[src/rtl/sw_host_sequencer.sv]
// sw_host_sequencer
// Host-side sequencer for the SmithWaterman core. After a single i_go pulse it
// loads T into the core, then for each parameter set fetches the parameter
// word, starts a scoring pass, streams the cyclic S sequence on the core's
// request handshake, and reports the first result of each pass.
//
// Ports
//   clk, rst_n                 clock, synchronous active-low reset
//   i_go                       start a batch (sampled only in IDLE)
//   i_num_runs, i_s_total      pass count (clamped to MAX_RUNS) and S length, latched on go
//   o_t_addr / i_t_data        T memory, 1-cycle synchronous read
//   o_s_addr / i_s_data        S memory, 1-cycle synchronous read
//   o_p_addr / i_p_data        parameter memory, 1-cycle synchronous read
//   o_set_t, o_start_cal       core command pulses
//   o_t, o_s, o_s_valid        T word, S word and its character count to the core
//   o_param                    parameter word for the current pass
//   i_busy, i_request_s        core status and S request
//   i_valid, i_result          core result handshake
//   o_result, o_result_valid   first result of each pass, with o_run_idx
//   o_busy, o_done, o_err      batch status
module sw_host_sequencer #(
  parameter int unsigned CHAR_BIT       = 2,
  parameter int unsigned CHARS_PER_WORD = 64,
  parameter int unsigned SV_W           = 7,
  parameter int unsigned T_W            = 18,
  parameter int unsigned T_ADDR_W       = 10,
  parameter int unsigned S_ADDR_W       = 8,
  parameter int unsigned MAX_RUNS       = 4,
  parameter int unsigned RUN_W          = 3,
  parameter int unsigned RES_W          = 16,
  parameter int unsigned TIMEOUT        = 1 << 24
) (
  input  logic                               clk,
  input  logic                               rst_n,
  input  logic                               i_go,
  input  logic [RUN_W-1:0]                   i_num_runs,
  input  logic [15:0]                        i_s_total,
  output logic [T_ADDR_W-1:0]                o_t_addr,
  input  logic [T_W-1:0]                     i_t_data,
  output logic [S_ADDR_W-1:0]                o_s_addr,
  input  logic [CHAR_BIT*CHARS_PER_WORD-1:0] i_s_data,
  output logic [RUN_W-2:0]                   o_p_addr,
  input  logic [15:0]                        i_p_data,
  output logic                               o_set_t,
  output logic                               o_start_cal,
  output logic [T_W-1:0]                     o_t,
  output logic [CHAR_BIT*CHARS_PER_WORD-1:0] o_s,
  output logic [SV_W-1:0]                    o_s_valid,
  output logic [15:0]                        o_param,
  input  logic                               i_busy,
  input  logic                               i_request_s,
  input  logic                               i_valid,
  input  logic [RES_W-1:0]                   i_result,
  output logic [RES_W-1:0]                   o_result,
  output logic                               o_result_valid,
  output logic [RUN_W-2:0]                   o_run_idx,
  output logic                               o_busy,
  output logic                               o_done,
  output logic                               o_err
);

  localparam int unsigned S_W   = CHAR_BIT * CHARS_PER_WORD;
  localparam int unsigned CNT_W = $clog2(TIMEOUT) + 1;
  localparam int unsigned IDX_W = RUN_W - 1;

  typedef enum logic [3:0] {
    IDLE, SET_T, LOAD_T, P_FETCH, P_LATCH, START, RUN, NEXT, DONE
  } state_t;

  state_t              state_q, state_d;
  logic [CNT_W-1:0]    cnt_q, cnt_d;
  logic [RUN_W-1:0]    run_q, run_d;
  logic [RUN_W-1:0]    runs_q, runs_d;
  logic [15:0]         s_total_q, s_total_d;
  logic [15:0]         s_rem_q, s_rem_d;
  logic                sent_q, sent_d;
  logic                got_q, got_d;
  logic                timed_out, min_dwell;

  logic [T_ADDR_W-1:0] t_addr_d;
  logic [S_ADDR_W-1:0] s_addr_d;
  logic [IDX_W-1:0]    p_addr_d;
  logic [T_W-1:0]      t_d;
  logic [S_W-1:0]      s_d;
  logic [SV_W-1:0]     s_valid_d;
  logic [15:0]         param_d;
  logic [RES_W-1:0]    result_d;
  logic                result_valid_d;
  logic [IDX_W-1:0]    run_idx_d;
  logic                set_t_d, start_d, busy_d, done_d, err_d;

  // Next-state and next-output logic
  always_comb begin
    state_d        = state_q;
    run_d          = run_q;
    runs_d         = runs_q;
    s_total_d      = s_total_q;
    s_rem_d        = s_rem_q;
    s_addr_d       = o_s_addr;
    sent_d         = 1'b0;
    got_d          = got_q;
    s_d            = '0;
    s_valid_d      = '0;
    param_d        = o_param;
    result_d       = o_result;
    result_valid_d = 1'b0;
    run_idx_d      = o_run_idx;
    err_d          = o_err;
    timed_out      = (cnt_q == CNT_W'(TIMEOUT - 1));
    min_dwell      = (cnt_q != '0);

    case (state_q)
      IDLE: begin
        if (i_go) begin
          state_d   = SET_T;
          runs_d    = (i_num_runs > RUN_W'(MAX_RUNS)) ? RUN_W'(MAX_RUNS) : i_num_runs;
          s_total_d = i_s_total;
          run_d     = '0;
          err_d     = 1'b0;
        end
      end
      SET_T: state_d = LOAD_T;
      LOAD_T: begin
        if (!i_busy && min_dwell) begin
          state_d = (runs_q == '0) ? DONE : P_FETCH;
        end else if (timed_out) begin
          err_d   = 1'b1;
          state_d = DONE;
        end
      end
      P_FETCH: state_d = P_LATCH;
      P_LATCH: begin
        param_d = i_p_data;
        state_d = START;
      end
      START: state_d = RUN;
      RUN: begin
        // One word per request, never in back-to-back cycles: the idle cycle
        // lets the S memory return the word at the new address.
        if (i_request_s && !sent_q) begin
          sent_d = 1'b1;
          s_d    = i_s_data;
          if (s_rem_q > 16'(CHARS_PER_WORD)) begin
            s_valid_d = {SV_W{1'b1}};
            s_addr_d  = o_s_addr + S_ADDR_W'(1);
            s_rem_d   = s_rem_q - 16'(CHARS_PER_WORD);
          end else begin
            // Tail word: S is cyclic, so rewind for a possible repeat pass.
            s_valid_d = SV_W'(s_rem_q);
            s_addr_d  = '0;
            s_rem_d   = s_total_q;
          end
        end
        // Only the first valid of a pass is reported.
        if (i_valid && !got_q) begin
          result_d       = i_result;
          result_valid_d = 1'b1;
          run_idx_d      = run_q[IDX_W-1:0];
          got_d          = 1'b1;
        end
        if (!i_busy && min_dwell) begin
          state_d = NEXT;
          if (!got_q && !i_valid) err_d = 1'b1;
        end else if (timed_out) begin
          err_d   = 1'b1;
          state_d = DONE;
        end
      end
      NEXT: begin
        run_d   = run_q + RUN_W'(1);
        state_d = (run_d < runs_q) ? P_FETCH : DONE;
      end
      DONE: state_d = IDLE;
      default: state_d = IDLE;
    endcase

    // Entering START rewinds the S stream and re-arms result capture.
    if (state_d == START) begin
      s_addr_d = '0;
      s_rem_d  = s_total_q;
      got_d    = 1'b0;
    end

    // Watchdog counts dwell only in the phases the core controls.
    if (state_d != state_q || (state_q != LOAD_T && state_q != RUN)) begin
      cnt_d = '0;
    end else begin
      cnt_d = cnt_q + CNT_W'(1);
    end

    // T address leads o_t by two cycles to cover the registered memory read.
    t_addr_d = (state_d == SET_T || state_d == LOAD_T) ? o_t_addr + T_ADDR_W'(1) : '0;
    t_d      = (state_d == LOAD_T) ? i_t_data : '0;
    p_addr_d = (state_d == P_FETCH) ? run_d[IDX_W-1:0] : o_p_addr;
    set_t_d  = (state_d == SET_T);
    start_d  = (state_d == START);
    done_d   = (state_d == DONE);
    busy_d   = (state_d != IDLE);
  end

  // State and registered outputs
  always_ff @(posedge clk) begin
    if (!rst_n) begin
      state_q        <= IDLE;
      cnt_q          <= '0;
      run_q          <= '0;
      runs_q         <= '0;
      s_total_q      <= '0;
      s_rem_q        <= '0;
      sent_q         <= 1'b0;
      got_q          <= 1'b0;
      o_t_addr       <= '0;
      o_s_addr       <= '0;
      o_p_addr       <= '0;
      o_t            <= '0;
      o_s            <= '0;
      o_s_valid      <= '0;
      o_param        <= '0;
      o_result       <= '0;
      o_result_valid <= 1'b0;
      o_run_idx      <= '0;
      o_set_t        <= 1'b0;
      o_start_cal    <= 1'b0;
      o_busy         <= 1'b0;
      o_done         <= 1'b0;
      o_err          <= 1'b0;
    end else begin
      state_q        <= state_d;
      cnt_q          <= cnt_d;
      run_q          <= run_d;
      runs_q         <= runs_d;
      s_total_q      <= s_total_d;
      s_rem_q        <= s_rem_d;
      sent_q         <= sent_d;
      got_q          <= got_d;
      o_t_addr       <= t_addr_d;
      o_s_addr       <= s_addr_d;
      o_p_addr       <= p_addr_d;
      o_t            <= t_d;
      o_s            <= s_d;
      o_s_valid      <= s_valid_d;
      o_param        <= param_d;
      o_result       <= result_d;
      o_result_valid <= result_valid_d;
      o_run_idx      <= run_idx_d;
      o_set_t        <= set_t_d;
      o_start_cal    <= start_d;
      o_busy         <= busy_d;
      o_done         <= done_d;
      o_err          <= err_d;
    end
  end

endmodule

[config.mk]
export PLATFORM = sky130hd
export DESIGN_NAME = sw_host_sequencer
export DESIGN_NICKNAME = d
export VERILOG_FILES = /design/src/rtl/sw_host_sequencer.sv
export SDC_FILE = /design/constraint.sdc
export NUM_CORES = 1
export LEC_CHECK = 0
export ABC_AREA = 1
export ABC_CLOCK_PERIOD_IN_PS = 5250
export CAP_MARGIN = 20
export CELL_PAD_IN_SITES_DETAIL_PLACEMENT = 1
export CELL_PAD_IN_SITES_GLOBAL_PLACEMENT = 1
export CORE_MARGIN = 4
export CORE_UTILIZATION = 33
export CTS_CLUSTER_DIAMETER = 40
export DETAILED_ROUTE_END_ITERATION = 8
export GPL_TIMING_DRIVEN = 1
export MAX_ROUTING_LAYER = met4
export PLACE_DENSITY = 0.94
export SETUP_SLACK_MARGIN = 0.2
export SLEW_MARGIN = 20
export SYNTH_ARGS = -nofsm -noshare
export SYNTH_HDL_FRONTEND = slang
export SYNTH_SLANG_ARGS = --single-unit
[constraint.sdc]
create_clock -name clk -period 5.25 [get_ports clk]
set_input_delay 1.05 -clock clk [delete_from_list [all_inputs] [get_ports clk]]
set_output_delay 1.05 -clock clk [all_outputs]
set_load 0.05 [all_outputs]
==> impl_metrics.tcl, run 1 <==
set metrics [dict create \
    port_buffers 415 \
    die_h_um 183 \
    r2r_setup_slack_ns 2.43 \
    ys_types 44 \
    seqCellArea_mm2 0.00565 \
    multiInputGateArea_mm2 0.00339 \
    gr-usage-all-layers_pct 23.1 \
    setup_viol 0 \
    power_mw 5.61 \
    setup.worst_path.start "o_s_addr[0]$_SDFFE_PP0P_" \
    cts_setup_buffers 0 \
    worstPathArrival_ns 1.83 \
    core.rowCount 63 \
    dp.final_hpwl_mm 28.8 \
    synth_area_leader_cell "dfxtp_1" \
    path_cells "clkdlybuf4s50_1" \
    drive_gt1_share_pct 9.37 \
    io_pins 416 \
    clk_pin_slew_worst_paths_ns 0.05 \
    fmax_mhz 347 \
    die_x_um 183 \
    synth_seq_cells 282 \
    post-route-min-period_ns 2.88 \
    antenna_found_initial 2 \
    internal-power_mw 4.33 \
    slew_headroom_pct 42.5 \
    r2r-end "s_rem_q[0]$_SDFFE_PN0P_" \
    cellLeakagePower_nw 6.99 \
    hold_viol 0 \
    outcome "completed" \
    critPathKind "reg2out" \
    endpoint_kind "output port" \
    drv_cap 0 \
    initial_core_util_pct 33.8 \
    cts_buffers 43 \
    critPathTopFamily "buffers and inverters" \
    netlist_instances 1207 \
    power_density_mw_per_mm2 347 \
    grt_pass1_wl_mm 59.0 \
    yosys.cell_count.top_type "dfxtp_1" \
    ys.flop_type "dfxtp_1" \
    dr.pass1.iters 6 \
    synthesis.nets 1419 \
    synth-async-reset-ratio_pct 0 \
    gp_congestion 0.810 \
    overflow 0 \
    cp_num_buf_inv 1 \
    via_count 9453 \
    grt_pass1_vias 10600 \
    skew_ns 0.0199 \
    crit_fanout 5 \
    cts_resized 0 \
    cp_num_cells 1 \
    place_ws_ns 1.93 \
    endpoint "o_s_addr[0]" \
    worst-endpoint-required_ns 4.20 \
    layout_setup_ws_ns 2.37 \
    r2r_cells 9 \
    cts_tree "done" \
    wl_mm 39.5 \
    pwr-share-seq_pct 39.0 \
    root_buffer "clkbuf_16" \
    synth_common_cells "dfxtp_1 (282), nor2_1 (253), inv_1 (233), nand2_1 (96), o21ai_0 (70)" \
    n_fill_cell 3387 \
    area_growth_pct 59.2 \
    cts_sinks 282 \
    grt_max_degree 82 \
    final_antenna_net_count 0 \
    insertion_delay_ns 0.52 \
    cts_hold_buf 0 \
    final.setup.tns_ns 0 \
    comb_power_share_pct 7.2 \
    yosys_warnings 0 \
    clockBufferDepth 3 \
    r2r_start "state_q[1]$_SDFF_PN0_" \
    p_clk_share_pct 53.8 \
    drc 0 \
    hp-class "reg2reg" \
    worst_slew_pin_slew_ns 0.862 \
    avgSynthCellArea_um2 8.42 \
    p_switching_mw 1.29 \
    critPathLaunchType "flip-flop" \
    switching_share_pct 22.9 \
    holdPathStages 2 \
    worst_path_max_delay_cell "clkdlybuf4s50_1" \
    drtIter0Drc 323 \
    slew_viol_final 0 \
    ys_seq_area_share_pct 55.6 \
    worst_path_largest_cell_delay_ns 0.89 \
    vias_per_cell 4.59 \
    final_net_count 1843 \
    cts_max_level 2 \
    core_mm2 0.0300 \
    synth_area_leaders "dfxtp_1 (56%), nor2_1 (9.3%), inv_1 (8.6%)" \
    rsz0062_at_grt "false" \
    routedWlPerCell_um 19.2 \
    min_period_over_period_pct 54.8 \
    vdd_drop_max_mv 0.273 \
    synth_edf_count 0 \
    dieArea_mm2 0.0337 \
    synthDominantCellAreaShare_pct 55.6 \
    synthesis.area_mm2 0.0102 \
]
==> cells in the final DEF (no fill, tap or decap), types with 5 or more instances in the layout <==
cell type / synthesis / layout
nor3b_1: 12 / 12
nor2_1: 253 / 253
o21ai_0: 70 / 70
bufinv_16: 0 / 7
xnor2_1: 12 / 12
nand4_1: 7 / 7
nand2_2: 8 / 8
nor4_1: 5 / 5
clkinv_2: 0 / 5
inv_2: 10 / 10
inv_1: 233 / 232
nor2_2: 13 / 13
nand2_1: 96 / 96
or2_2: 5 / 5
clkbuf_16: 0 / 44
nor3_1: 11 / 11
ha_1: 9 / 9
dfxtp_1: 282 / 282
o211ai_1: 9 / 9
nor3b_2: 11 / 11
clkinv_4: 0 / 6
a21oi_2: 5 / 5
clkdlybuf4s50_1: 0 / 414
xor2_1: 18 / 18
nand3_1: 22 / 21
a21oi_1: 41 / 41
==> logic make-up after synthesis <==
kind of cell | synth area share, %
and+or+nand+nor | 21.6
buffers and inverters | 11.1
DFF | 55.6
AOI/OAI and AO/OA | 8.01
xor gates and xnor gates | 2.59
adders and majority gates | 1.11
==> sequential cells by signal, summed over array words and instances, names as in the netlist, 10 cells and up <==
register and flops:
o_t_addr 10, o_result 16, cnt_q 25, o_s 128, o_t 18, s_rem_q 16, s_total_q 16, o_param 16
==> how the worst min path moves through the flow <==
| stage | start | end | slack [ns] |
|---|---|---|---|
| finish | o_result[12]$_SDFFE_PN0P_ | o_result[12]$_SDFFE_PN0P_ | 0.45 |
| global placement | o_result[6]$_SDFFE_PN0P_ | o_result[6]$_SDFFE_PN0P_ | 0.43 |
| CTS | o_result[12]$_SDFFE_PN0P_ | o_result[12]$_SDFFE_PN0P_ | 0.45 |
| global route | s_total_q[6]$_SDFFE_PN0P_ | s_total_q[6]$_SDFFE_PN0P_ | 0.47 |
| floorplan | s_total_q[6]$_SDFFE_PN0P_ | s_total_q[6]$_SDFFE_PN0P_ | 0.42 |
| detailed placement | o_result[9]$_SDFFE_PN0P_ | o_result[9]$_SDFFE_PN0P_ | 0.44 |
==> cell type report <==
class                      count  share of cell area [%]
multi-input combinational    642                    21.0
inverter                     243                    5.65
clock inverter                27                    2.31
timing repair buffer         419                    25.8
clock buffer                  52                    7.24
tap                          390                    3.02
antenna                        4                  0.0619
sequential                   282                    34.9
==> power by group through the flow <==
stage	registers (mW)	logic, mW	clock network, mW
floorplan	2.27	0.147	0
global placement	2.23	0.384	0
detailed placement	2.23	0.401	0
CTS	2.19	0.410	3.08
global route	2.19	0.439	3.19
finish	2.19	0.406	3.02
==> layer usage <==
metal | vias to the layer above | GRT usage, % | wire length [µm]
met5 | - | - | 0
met4 | 0 | 10.2 | 2000
met3 | 103 | 5.76 | 2500
met2 | 331 | 42.5 | 21000
met1 | 4507 | 23.0 | 14000
li1 | 4512 | - | -
==> through the flow <==
step | hold slack [ns] | cell area, µm² | utilization (%) | instances
after floorplan | 0.424 | 10200 | - | 1207
after global placement | 0.431 | 14600 | 48.7 | 1976
after detailed placement | 0.440 | 14600 | 48.7 | 1976
after CTS | 0.453 | 16200 | 53.8 | 2055
after global routing | 0.472 | 16200 | 53.8 | 2057
final | 0.449 | 16200 | 53.9 | 2059
(Power assumes the default switching activity.)
==> run 2, diff against run 1 <==
- ABC_CLOCK_PERIOD_IN_PS: 5250 -> 2600
- CORE_UTILIZATION: 33 -> 28
- PLACE_DENSITY: 0.94 -> 0.86
- clock period: 5.25 -> 2.6 ns (I/O delays scaled with it)
==> run 2 against run 1 <==
Register-to-register slack worse by 2.1 ns; largest power group unchanged; power up 100%; clock skew down 0.00087 ns; design area up 1.9%; flip-flop and latch count unchanged.
==> impl_metrics.tcl, run 2 (synthesis gave the netlist of run 1 again) <==
set metrics [dict create \
    cp_num_buf_inv 1 \
    r2r-end "o_t[2]$_SDFF_PN0_" \
    io_pins 416 \
    insertion_delay_ns 0.56 \
    reg.largest.list "o_s (128), cnt_q (25), o_t (18)" \
    dp.final_hpwl_mm 28.5 \
    worstPathArrival_ns 1.81 \
    final.setup.tns_ns 0 \
    rsz0062_at_grt "false" \
    multiInputGateArea_mm2 0.00342 \
    power_mw 11.4 \
    cts_sinks 282 \
    clockBufferDepth 3 \
    clk_pin_slew_worst_paths_ns 0.06 \
    post-place-cells 2057 \
    area_growth_pct 62.2 \
    worst_slew_pin_slew_ns 0.796 \
    critPathKind "reg2out" \
    cts_max_level 2 \
    dieArea_mm2 0.0394 \
    crit_fanout 3 \
    fmax_mhz 430 \
    initial_core_util_pct 28.5 \
    seqCellArea_mm2 0.00565 \
    root_buffer "clkbuf_16" \
    wl_mm 38.7 \
    cts_buffers 48 \
    cellLeakagePower_nw 7.17 \
    via_count 9352 \
    vias_per_cell 4.35 \
    final_net_count 1864 \
    vdd_drop_max_mv 0.497 \
    grt_max_degree 67 \
    r2r_start "cnt_q[0]$_SDFF_PP0_" \
    overflow 0 \
    worst_path_largest_cell_delay_ns 0.89 \
    dr.pass1.iters 4 \
    slew_headroom_pct 46.7 \
    drv_cap 0 \
    port_buffers 415 \
    antenna_found_initial 0 \
    largest_reg_flops 128 \
    drive_gt1_share_pct 10.9 \
    outcome "completed" \
    largest_register "o_s" \
    grt_pass1_vias 10400 \
    power_density_mw_per_mm2 694 \
    skew_ns 0.0190 \
    finalNonFillerCells 2151 \
    r2r_setup_slack_ns 0.35 \
    path_cells "clkdlybuf4s50_1" \
    diodes 0 \
    endpoint_kind "output port" \
    grt_pass1_wl_mm 56.8 \
    cts_tree "done" \
    drtIter0Drc 261 \
    drc 0 \
    holdPathStages 2 \
    layout_common_cells "clkdlybuf4s50_1 (403), dfxtp_1 (281), nor2_1 (253)" \
    final_antenna_net_count 0 \
    core_mm2 0.0357 \
    die_x_um 198 \
    r2r_cells 12 \
    cts_hold_buf 0 \
    worst-endpoint-required_ns 2.08 \
    post-route-min-period_ns 2.33 \
    setup_viol 0 \
    core.rowCount 69 \
    hp-class "reg2reg" \
    gr-usage-all-layers_pct 19.1 \
    critPathLaunchType "flip-flop" \
    routedWlPerCell_um 18.0 \
    min_period_over_period_pct 89.5 \
    hp-start "o_result[6]$_SDFFE_PN0P_" \
    min_to "o_result[6]$_SDFFE_PN0P_" \
    hold_viol 0 \
    worst_path_max_delay_cell "clkdlybuf4s50_1" \
    n_fill_cell 4053 \
    gp_congestion 0.839 \
    die_h_um 198 \
    slew_viol_final 0 \
    critPathTopFamily "buffers and inverters" \
    final_common_cell "clkdlybuf4s50_1" \
]
run 2: area by class of cell:
cell class	count	share of cell area, %
Inverter	243	5.54
Multi-Input combinational cell	643	20.8
Clock buffer	57	7.68
Tap cell	461	3.50
Timing Repair Buffer	434	26.2
Clock inverter	31	1.99
Sequential cell	282	34.3
run 2: report_power, final:
group / switching, mW / internal [mW]
combinational: 0.418 / 0.423
sequential: 0.0306 / 4.39
clock: 2.27 / 3.91
run 2: stage by stage:
stage	utilization (%)	cell area (µm²)	setup slack (ns)	hold WS [ns]
floorplan	-	10200	0.597	0.424
global placement	41.5	14800	0.238	0.431
detailed placement	41.5	14800	0.191	0.440
CTS	45.9	16400	0.206	0.446
global route	46.2	16500	0.187	0.464
finish	46.2	16500	0.273	0.447
run 2: repair_timing:
action                     4_1_cts  5_1_grt
hold endpoints to repair         0        0
gates cloned                     0        1
resized for setup                8        8
buffers inserted                 0        5
setup endpoints to repair        8       40
pin swaps                        0        5
run 2: worst min-delay path, cell delays in order (launching register included):
cell	delay (ns)
dfxtp_1	0.31
inv_1	0.05
a21oi_1	0.05
run 2: worst max path at each step:
stage / start / endpoint / slack (ns) / depth (start not counted)
2_1_floorplan: run_q[0]$_SDFF_PN0_ / cnt_q[12]$_SDFF_PP0_ / 0.60 / 11
3_3_place_gp: i_request_s / o_s[74]$_SDFF_PN0_ / 0.24 / 8
3_5_place_dp: i_request_s / o_s[75]$_SDFF_PN0_ / 0.19 / 8
4_1_cts: o_s_addr[5]$_SDFFE_PP0P_ / o_s_addr[5] / 0.21 / 1
5_1_grt: run_q[0]$_SDFF_PN0_ / o_t_addr[6]$_SDFF_PN0_ / 0.19 / 12
6_report: o_s_addr[5]$_SDFFE_PP0P_ / o_s_addr[5] / 0.27 / 1
run 2: routing by layer:
layer / part of all wire (%) / global-route usage (%) / vias up
li1: - / - / 4554
met1: 36 / 19.4 / 4372
met2: 51 / 33.0 / 326
met3: 8.4 / 6.83 / 100
met4: 4.8 / 8.81 / 0
met5: 0 / - / -
==> edit, RTL diff (flow settings as in run 2) <==
Re-encode `state_t` (9 states) as one-hot, 9 bits wide.
--- a/src/rtl/sw_host_sequencer.sv
+++ b/src/rtl/sw_host_sequencer.sv
@@ -65,4 +65,4 @@
 
-  typedef enum logic [3:0] {
-    IDLE, SET_T, LOAD_T, P_FETCH, P_LATCH, START, RUN, NEXT, DONE
+  typedef enum logic [8:0] {
+    IDLE = 9'b000000001, SET_T = 9'b000000010, LOAD_T = 9'b000000100, P_FETCH = 9'b000001000, P_LATCH = 9'b000010000, START = 9'b000100000, RUN = 9'b001000000, NEXT = 9'b010000000, DONE = 9'b100000000
   } state_t;
Behaviour: same outputs for any inputs over 10 cycles, from zero or initial values and one cycle with rst_n low; not proved beyond that.
==> edit against run 2 <==
  * Wire length decreased by 3.1%
  * Non-clock buffer count decreased by 5
  * Clock skew decreased by 0.0036 ns
  * Power decreased by 1.3%
  * Sequential share of layout area increased by 0.40 points
  * Area after synthesis increased by 1.7%
  * Cell area increased by 0.57%
  * Synthesized cell count increased by 4.2%
  * Critical endpoint is now o_t_addr[3]
  * First-iteration DRC count increased by 3.4%
  * Worst setup slack got worse by 0.030 ns
  * Sequential cell count increased by 5
  * Via count increased by 2.1%
  * Clock power about the same
  * Critical path depth unchanged
==> edit: results (changes against run 2) <==
power_and_ir_drop:
  p_leak_nw: 7.12  # -0.62%
  ir_worst_vdd_mv: 0.448  # -9.8%
synth:
  yosys-top-cells-count: "dfxtp_1 (287), nor2_1 (253), inv_1 (247), nand2_1 (114), a21oi_1 (64)"
  yosys_warnings: 0  # unchanged
  synth.distinct_cells: 40  # -9.1%
  syn-num-nets: 1470  # +3.6%
  seq_area_frac_synth_pct: 55.6  # about the same
  synthTopCellsByArea: "dfxtp_1 (56%), nor2_1 (9.2%), inv_1 (9.0%), nand2_1 (4.1%), a21oi_1 (3.1%)"
  async_reset_ff_share_pct: 0  # unchanged
  yosys_most_used_dff: "dfxtp_1"
cells_and_area:
  reg.largest.list: "o_s (128), cnt_q (25), o_t (18)"
  fin_nets: 1904  # +2.1%
  layout-drive-gt1-share_pct: 9.03  # -1.9 points
  fillers: 4230  # +4.4%
routing:
  drt-initial-drc-count: 270  # +3.4%
  vias: 9548  # +2.1%
  dr.pass1.iters: 4  # unchanged
  wl_per_cell_um: 17.1  # -5.1%
hold_path:
  min_path_type: "reg -> reg"
  hold_start: "o_run_idx[1]"
clocking:
  clkTransAtPathRegs_ns: 0.05
  clkLatencyLatePin_ns: 0.55
  clockBufferDepth: 3  # unchanged
  cts_buffers: 46  # -4.2%
  htree_levels: 2  # unchanged
  clockRootBuffer: "clkbuf_16"
critical_path:
  crit_start: "o_t_addr[3]"
  critPathSlowestCell: "clkdlybuf4s50_1"
  path_max_fanout: 4  # +1
  cp.arrival_ns: 1.84  # +0.03 ns
  critPathMaxStageDelay_ns: 0.89  # about the same
  rr_startpoint: "run_q[0]"
  cp_top_family: "buffers and inverters"
sta:
  tightest_slew_ns: 0.666  # -0.131 ns
  fin_tns_setup_ns: 0  # unchanged
  finalClockSkew_ns: 0.0154  # -0.00359 ns
status:
  status: "finished clean"
placed_design:
  post-dp-hpwl_um: 27700  # -2.8%
  gp_congestion: 0.851  # +1.4%
  postPlaceCellArea_um2: 14900  # +0.83%
  port-buffer-count: 415  # unchanged
  place_ws_ns: 0.188  # -0.00291 ns
global_route:
  antenna_found_initial: 1  # +1
  grtUsageTotal_pct: 17.8  # -1.3 points
  grt_pass1_vias: 10136  # -2.6%
  grt_max_degree: 58  # -13%
  grt_pass1_wl_um: 54400  # -4.1%
die:
  start_util_pct: 28.3  # -0.21 points
edit: cell types whose count changed after synthesis, sizes merged, moves of 6 or more:
cell	before	now
inv	243	255
o21ai	71	56
xor2	18	28
a211oi	8	2
nor3b	23	2
nand3	25	32
a21oi	46	64
nand2	108	120
nor2	273	289
edit: cells by family (layout without fill, tap and decap cells):
family / after synthesis / in the layout / synth area share, %
adders and majority gates: 9 / 9 / 1.09
other: 0 / 1 / 0
AOI/OAI and AO/OA: 138 / 138 / 7.10
xor gates and xnor gates: 41 / 41 / 3.48
DFF: 287 / 287 / 55.6
muxes: 1 / 1 / 0.0969
and+or+nand+nor: 484 / 484 / 20.5
buffers and inverters: 298 / 767 / 12.1
edit: metrics by stage:
stage,std cells,utilization (%)
after global routing,2196,45.4
after floorplan,1258,-
after CTS,2193,45.1
final,2196,45.4
after detailed placement,2110,40.8
after global placement,2110,40.8
edit: final cells by class:
| cell class | count | area, um^2 | share of cell area, % |
|---|---|---|---|
| flip-flops and latches | 287 | 5750 | 34.7 |
| multi-input cells | 673 | 3370 | 20.4 |
| clock buffers | 56 | 1240 | 7.48 |
| repair buffers | 429 | 4330 | 26.1 |
| well taps | 468 | 586 | 3.53 |
| clock inverters | 27 | 327 | 1.97 |
| inverters | 255 | 963 | 5.81 |
| diodes | 1 | 2.50 | 0.0151 |
edit: path summary, 6_finish.rpt:
kind	endpoint	slack, ns	depth (start not counted)
max reg2reg	cnt_q[2]	0.34	12
min	o_run_idx[1]	0.44	2
max	o_t_addr[3]	0.24	1
min reg2reg	o_run_idx[1]	0.44	2
edit: worst reg2reg max path: cells and delay by family (launching register included):
family	cells	cell delay (ns)
adder cells (fa/ha/maj)	2	0.61
buffers and inverters	1	0.20
AO/OA/AOI/OAI	2	0.36
AND/OR/NAND/NOR	7	0.64
flip-flops	1	0.34
edit: timing repair:
item | CTS | global route
pin swaps | 0 | 1
gates cloned | 0 | 1
setup endpoints to repair | 3 | 59
setup buffers | 0 | 1
gates resized for setup | 3 | 14
edit: layer usage:
layer / share of wire [%] / track usage, % / vias to the layer above
li1: - / - / 4672
met1: 38 / 18.1 / 4473
met2: 52 / 32.5 / 326
met3: 6.7 / 4.51 / 77
met4: 3.3 / 7.07 / 0
met5: 0 / - / -
edit: where the power goes:
part,switching [mW],internal [mW],total [mW],leakage [nW]
logic,0.281,0.356,0.637,4.06
clock network,2.25,3.94,6.19,0.748
registers,0.0244,4.44,4.47,2.31
